**config.mk**
```make
export PLATFORM = sky130hd
export DESIGN_NAME = regfile_dump
export DESIGN_NICKNAME = d
export VERILOG_FILES = /design/src/rtl/regfile_dump.sv
export SDC_FILE = /design/constraint.sdc
export NUM_CORES = 1
export LEC_CHECK = 0
export CORE_MARGIN = 8
export CORE_UTILIZATION = 40
export CTS_CLUSTER_SIZE = 30
export DETAILED_ROUTE_END_ITERATION = 12
export GPL_TIMING_DRIVEN = 0
export PLACE_DENSITY = 0.76
export SETUP_SLACK_MARGIN = 0.02
export SYNTH_ARGS = -nofsm -noshare
export SYNTH_HDL_FRONTEND = slang
export SYNTH_SLANG_ARGS = --single-unit
```
**constraint.sdc**
```tcl
create_clock -name clk -period 2.94 [get_ports clk]
set_input_delay 0.588 -clock clk [delete_from_list [all_inputs] [get_ports clk]]
set_output_delay 0.588 -clock clk [all_outputs]
set_load 0.02 [all_outputs]
```
**src/rtl/regfile_dump.sv**
```systemverilog
// Debug dump of the register file test port as addr/data beats on a valid/ready stream.
// Latency: start -> FETCH next cycle -> first out_valid the cycle after; 2 cycles/word minimum.
// Backpressure: beat fields hold while out_valid && !out_ready. Optional REGFILE_DUMP_CHECKSUM_EN adds an XOR checksum beat.
module regfile_dump #(
    parameter int unsigned FIRST_REG = 1,
    parameter int unsigned LAST_REG  = 31
) (
    input  logic        clk,
    input  logic        reset,
    input  logic        start,
    output logic        busy,
    output logic        done,
    output logic [4:0]  test_addr,
    input  logic [31:0] test_data,
    output logic        out_valid,
    input  logic        out_ready,
    output logic [4:0]  out_addr,
    output logic [31:0] out_data,
    output logic        out_last
);

    localparam logic [4:0] FIRST_IDX = 5'(FIRST_REG);
    localparam logic [4:0] LAST_IDX  = 5'(LAST_REG);

`ifdef REGFILE_DUMP_CHECKSUM_EN
    typedef enum logic [2:0] {IDLE, FETCH, SEND, CHK, DONE} state_t;
`else
    typedef enum logic [2:0] {IDLE, FETCH, SEND, DONE} state_t;
`endif

    state_t     state;
    state_t     state_nxt;
    logic [4:0] ptr;
    logic       hs;
    logic       at_last;

`ifdef REGFILE_DUMP_CHECKSUM_EN
    logic [31:0] acc;
`endif

    assign hs      = out_valid && out_ready;
    assign at_last = (ptr == LAST_IDX);

    always_comb begin
        state_nxt = state;
        busy      = 1'b0;
        done      = 1'b0;
        out_valid = 1'b0;
        test_addr = 5'd0;
        case (state)
            IDLE: begin
                if (start) state_nxt = FETCH;
            end
            FETCH: begin
                busy      = 1'b1;
                test_addr = ptr;
                state_nxt = SEND;
            end
            SEND: begin
                busy      = 1'b1;
                out_valid = 1'b1;
                if (hs) begin
                    if (!at_last) state_nxt = FETCH;
`ifdef REGFILE_DUMP_CHECKSUM_EN
                    else          state_nxt = CHK;
`else
                    else          state_nxt = DONE;
`endif
                end
            end
`ifdef REGFILE_DUMP_CHECKSUM_EN
            CHK: begin
                busy      = 1'b1;
                out_valid = 1'b1;
                if (hs) state_nxt = DONE;
            end
`endif
            DONE: begin
                done      = 1'b1;
                state_nxt = IDLE;
            end
            default: state_nxt = IDLE;
        endcase
    end

    // Beat registers only load in FETCH (and on the checksum turn), so they
    // are naturally stable for the whole SEND/CHK stall.
    always_ff @(posedge clk or posedge reset) begin
        if (reset) begin
            state    <= IDLE;
            ptr      <= FIRST_IDX;
            out_addr <= 5'd0;
            out_data <= 32'd0;
            out_last <= 1'b0;
`ifdef REGFILE_DUMP_CHECKSUM_EN
            acc      <= 32'd0;
`endif
        end else begin
            state <= state_nxt;
            case (state)
                IDLE: begin
                    ptr <= FIRST_IDX;
`ifdef REGFILE_DUMP_CHECKSUM_EN
                    if (start) acc <= 32'd0;
`endif
                end
                FETCH: begin
                    out_addr <= ptr;
                    out_data <= test_data;
`ifdef REGFILE_DUMP_CHECKSUM_EN
                    out_last <= 1'b0;
`else
                    out_last <= at_last;
`endif
                end
                SEND: begin
                    if (hs) begin
`ifdef REGFILE_DUMP_CHECKSUM_EN
                        acc <= acc ^ out_data;
                        if (at_last) begin
                            // checksum beat includes the word handshaking right now
                            out_addr <= 5'd0;
                            out_data <= acc ^ out_data;
                            out_last <= 1'b1;
                        end
`endif
                        if (!at_last) ptr <= ptr + 5'd1;
                    end
                end
                default: ;
            endcase
        end
    end

endmodule

```
==> results.yml, run 1 <==
grt:
  antenna_found_initial: 0
  grt_max_degree: 29
  grt_pass1_vias: 1389
  grtUsageTotal_pct: 12.34
  grt_first_pass_wirelength_um: 7245
  overflow: 0
timing:
  fin_crit_sh_pct: 92.36
  tightestPinTransition_ns: 0.4037
  setup_violations: 0
  maxSlewHeadroom_pct: 73.05
  worst_slack_ns: 0.2246
  max_clock_freq_ghz: 0.3683
  rsz0062_at_grt: "false"
  drv_slew: 0
  fin_crit_ns: 2.715
  setup_tns_ns: 0
  finalClockSkew_ns: 0.003977
  finalHoldViolations: 0
min_path:
  min_to: "out_data[1]"
  hold_start: "out_data[1]"
  holdPathStages: 1
  hold_path_class: "register to register"
cells_and_area:
  layout_common_cells: "clkdlybuf4s50_1 (81), dfrtp_1 (44), mux2_2 (38), ha_1 (7), clkbuf_8 (7)"
  finalNetCount: 265
  area_delta_synth_final_pct: 52.22
  antenna-diode-count: 0
  final_common_cell: "clkdlybuf4s50_1"
  drive_gt1_share_pct: 25.11
clock_network:
  cts_root_buffer: "clkbuf_8"
  cts.repair_timing.setup_buffer_count: 0
  cts_hold_buf: 0
  htree_levels: 2
  cts.clk_slew.worst_paths_ns: 0.08
  cts_buffer_depth: 2
  clock-sinks: 45
  cts_made_buffers: 5
  clk_latency_ns: 0.28
  post_cts_resized: 0
  tritoncts: "built"
setup_path:
  rrSetupSlack_ns: 1.17
  crit_required_ns: 2.35
  worst_r2r_endpoint: "ptr[1]"
  setup.worst_path.end_class: "output port"
  startpoint_type: "register"
  cp.arrival_ns: 2.13
  critPathKind: "register to output port"
  cp_max_fo: 10
  reg2reg_depth: 6
  r2r-start: "ptr[1]"
placement:
  dp_hpwl_um: 3554
  numPortBuffers: 81
  place_worst_setup_slack_ns: 0.5082
  gp_congestion: 0.7661
run:
  drv_cap: 0
pwr:
  p_leak_nw: 1.270
  vdd_drop_max_uv: 516.6
  power_density_mw_per_mm2: 1072
drt:
  drcViolationCount: 0
  ant_nets: 0
  via_per_inst: 4.834
  vias: 1339
  finalWirelength_um: 4428
  drt_iter0_drc: 21
  drt-pass1-iter-count: 2
  wire_per_inst_um: 15.99
synth:
  synth_seq_cells: 45
  syn_inst: 133
  synth_nets: 176
  syn_area_per_cell_um2: 14.39
  synth_area_mm2: 0.001914
  ys_types: 24
  seq_area_frac_synth_pct: 58.89
  synth_warnings: 0
floorplanning:
  initial_utilization_pct: 41.07
  dieArea_mm2: 0.007256
  die_h_um: 85.18
  core_area_mm2: 0.004661
  dieWidth_um: 85.18
  row_count: 25
  io_pins: 82
outcome:
  status: "finished clean"
## synthesized netlist by cell type
cell type	number	share of area, %
o31ai_1	2	0.78
nand4b_1	1	0.46
and3_1	1	0.33
nor2b_1	2	0.65
a21o_1	1	0.39
nand4_1	1	0.33
ha_1	7	4.6
a22o_1	2	0.92
nand2_1	1	0.20
inv_1	5	0.98
nor2_1	2	0.39
nand2b_1	2	0.65
and3b_2	1	0.52
dfrtp_1	44	58
buf_2	2	0.52
mux2_2	38	22
buf_4	4	1.6
mux2i_1	3	1.6
a21oi_1	2	0.52
o22ai_1	1	0.33
nand3b_1	1	0.39
o21ai_0	4	1.0
and2_1	5	1.6
dfstp_2	1	1.4
## logic make-up after synthesis
family	synth area share, %
buffers and inverters	3.072
AND/OR/NAND/NOR	5.556
multiplexers	23.92
flip-flops	58.89
adder cells (fa/ha/maj)	4.575
AO/OA/AOI/OAI	3.987
## report_power, final
group	leakage, nW	switching (mW)	internal (mW)
clock	0.0542	0.193	0.212
combinational	0.671	0.775	0.902
sequential	0.544	0.150	0.891
total	1.27	1.12	2.01
## critical path, stage by stage (launching register included)
cell and delay, ns:
dfrtp_1 0.44, inv_1 0.10, ha_1 0.14, buf_2 0.18
buf_2 0.23, and2_1 0.15, clkdlybuf4s50_1 0.60
## layer usage
layer	track usage, %	wire, µm	up-vias	share of wire (%)
met5	0	0	-	0
met4	3.883	38	0	0.86
met3	3.668	272	2	6.1
met2	20.53	2181	39	49
met1	14.89	1936	650	44
li1	-	-	648	-
## flip-flops by register name, summed over array words and instances, names as in the netlist
signal,flops
out_data,32
out_addr,5
ptr,5
state,2
out_last,1
## metrics by stage
| stage | cells | cell area [µm²] | hold slack [ns] | util (%) | total power [mW] |
|---|---|---|---|---|---|
| after floorplan | 133 | 1914 | 0.4619 | - | 2.004 |
| after global routing | 277 | 2914 | 0.5202 | 62.52 | 3.312 |
| after detailed placement | 269 | 2813 | 0.4940 | 60.35 | 2.755 |
| final | 277 | 2914 | 0.5078 | 62.52 | 3.123 |
| after CTS | 277 | 2914 | 0.5128 | 62.52 | 3.169 |
| after global placement | 268 | 2793 | 0.4881 | 59.92 | 2.723 |
## how the worst max path moves through the flow
| stage | slack, ns | startpoint | endpoint |
|---|---|---|---|
| 6_report | 0.22 | state[1] | test_addr[0] |
| 5_1_grt | 0.09 | state[1] | test_addr[2] |
| 4_1_cts | 0.19 | state[1] | test_addr[0] |
| 3_5_place_dp | 0.51 | state[1] | test_addr[0] |
| 3_3_place_gp | 0.38 | reset | state[1] |
| 2_1_floorplan | 1.15 | state[1] | test_addr[0] |
## area by class of cell
class                           count  area, µm²
Sequential cell                    45       1127
Inverter                            5      18.77
Multi-Input combinational cell     77      728.2
Fill cell                         361       1747
Tap cell                           54      67.56
Buffer                              6      40.04
Clock buffer                        7      96.34
Clock inverter                      1      5.005
Timing Repair Buffer               82      830.8
(Power assumes the default switching activity.)
==> run 2: changes to the inputs <==
- CORE_UTILIZATION: 40 -> 45
- PLACE_DENSITY: 0.76 -> 0.84
==> results.yml, run 2 (synthesis results as in run 1) <==
placement:
  dp_hpwl_um: 3777
  gp_congestion: 0.7784
  place_worst_setup_slack_ns: 0.4732
  numPortBuffers: 81
setup_path:
  critPathBufInv: 4
  cp_top_family: "buffers and inverters"
  slowest_stage: "clkdlybuf4s50_1"
  rrSetupSlack_ns: 1.16
  crit_path_cell_trace: "inv_1 -> ha_1 -> buf_2 -> buf_2 -> and2_1 -> clkdlybuf4s50_1"
  slowest_delay_ns: 0.60
  cp.arrival_ns: 2.17
  setup.worst_path.end_class: "output port"
  cpMostUsedCell: "buf_2"
  crit_required_ns: 2.35
  startpoint_type: "register"
  critPathKind: "register to output port"
  cp_max_fo: 10
floorplanning:
  initial_utilization_pct: 47.18
  row_count: 23
  io_pins: 82
  dieArea_mm2: 0.006598
  die_h_um: 81.23
  core_area_mm2: 0.004058
  dieWidth_um: 81.23
cells_and_area:
  layout_common_cells: "clkdlybuf4s50_1 (80), dfrtp_1 (44), mux2_2 (38), ha_1 (7), clkbuf_8 (6)"
  antenna-diode-count: 0
  largest_reg_flops: 32
  finalNetCount: 264
  final_common_cell: "clkdlybuf4s50_1"
  regMostFlops: "out_data"
  seq_area_mm2: 0.001127
  drive_gt1_share_pct: 24.77
  multi_input_area_um2: 728.2
  area_delta_synth_final_pct: 52.03
  fill_cells: 277
  reg_top3: "out_data (32), out_addr (5), ptr (5)"
timing:
  finalHoldViolations: 0
  tightestPinTransition_ns: 0.9079
  fin_crit_sh_pct: 93.80
  fin_crit_ns: 2.758
  finalClockSkew_ns: 0.004429
  worst_slack_ns: 0.1824
  drv_slew: 0
  max_clock_freq_ghz: 0.3626
  whs_ns: 0.5063
  maxSlewHeadroom_pct: 39.39
  setup_tns_ns: 0
  rsz0062_at_grt: "false"
  setup_violations: 0
clock_network:
  tritoncts: "built"
  cts_buffer_depth: 2
  cts.clk_slew.worst_paths_ns: 0.08
  htree_levels: 2
  cts.repair_timing.setup_buffer_count: 0
  cts_made_buffers: 5
  cts_hold_buf: 0
  clk_latency_ns: 0.29
  clock-sinks: 45
  cts_root_buffer: "clkbuf_8"
grt:
  grt_pass1_vias: 1550
  grtUsageTotal_pct: 14.96
  grt_max_degree: 46
  antenna_found_initial: 0
  grt_first_pass_wirelength_um: 7631
  overflow: 0
drt:
  met3_length_um: 499
  finalWirelength_um: 4819
  drt_iter0_drc: 39
  wire_per_inst_um: 17.72
  drt-pass1-iter-count: 4
  ant_nets: 0
  drcViolationCount: 0
  vias: 1384
  wl_met1_um: 1766
  wl_met2_um: 2423
  dr.max_layer_used: "met4"
  via_per_inst: 5.088
min_path:
  hold_path_class: "register to register"
pwr:
  power_density_mw_per_mm2: 1106
  p_leak_nw: 1.282
  vdd_drop_max_uv: 719.6
run:
  drv_cap: 0
outcome:
  status: "finished clean"
## run 2: final timing paths
| kind | depth (start not counted) | endpoint | startpoint |
|---|---|---|---|
| setup / recovery | 6 | test_addr[1] | state[1] |
| hold / removal | 1 | out_data[7] | out_data[7] |
| setup reg to reg | 6 | ptr[1] | ptr[1] |
| hold reg to reg | 1 | out_data[7] | out_data[7] |
| max in group asynchronous | 2 | out_data[9] | reset |
| min in group asynchronous | 2 | out_data[4] | reset |
## run 2: routing by layer
metal / vias up / track usage (%)
met4: 0 / 6.250
met3: 10 / 6.733
met1: 670 / 15.65
met2: 64 / 25.58
li1: 640 / -
met5: - / 0
## run 2: where the power goes
part / switching, mW / internal [mW]
Clock: 0.198 / 0.276
Sequential: 0.157 / 0.891
Combinational: 0.796 / 0.902
## run 2: layout make-up
type,count,area share [%]
Multi-Input combinational cell,77,25.02
Buffer,6,1.376
Inverter,5,0.6449
Clock inverter,2,1.290
Sequential cell,45,38.74
Clock buffer,6,2.837
Tap cell,50,2.150
Timing Repair Buffer,81,27.94
## run 2: repair_timing
item / in CTS / in global routing
setup endpoints to repair: 0 / 1
resized for setup: 0 / 1
endpoints found under the hold margin: 0 / 0
## run 2: stage by stage
step	power, mW	util (%)	std cells	area (µm²)
after detailed placement	2.774	68.70	264	2788
after global placement	2.694	68.70	264	2788
final	3.220	71.72	272	2910
after floorplan	2.004	-	133	1914
after global routing	3.411	71.72	272	2910
after CTS	3.265	71.66	272	2908
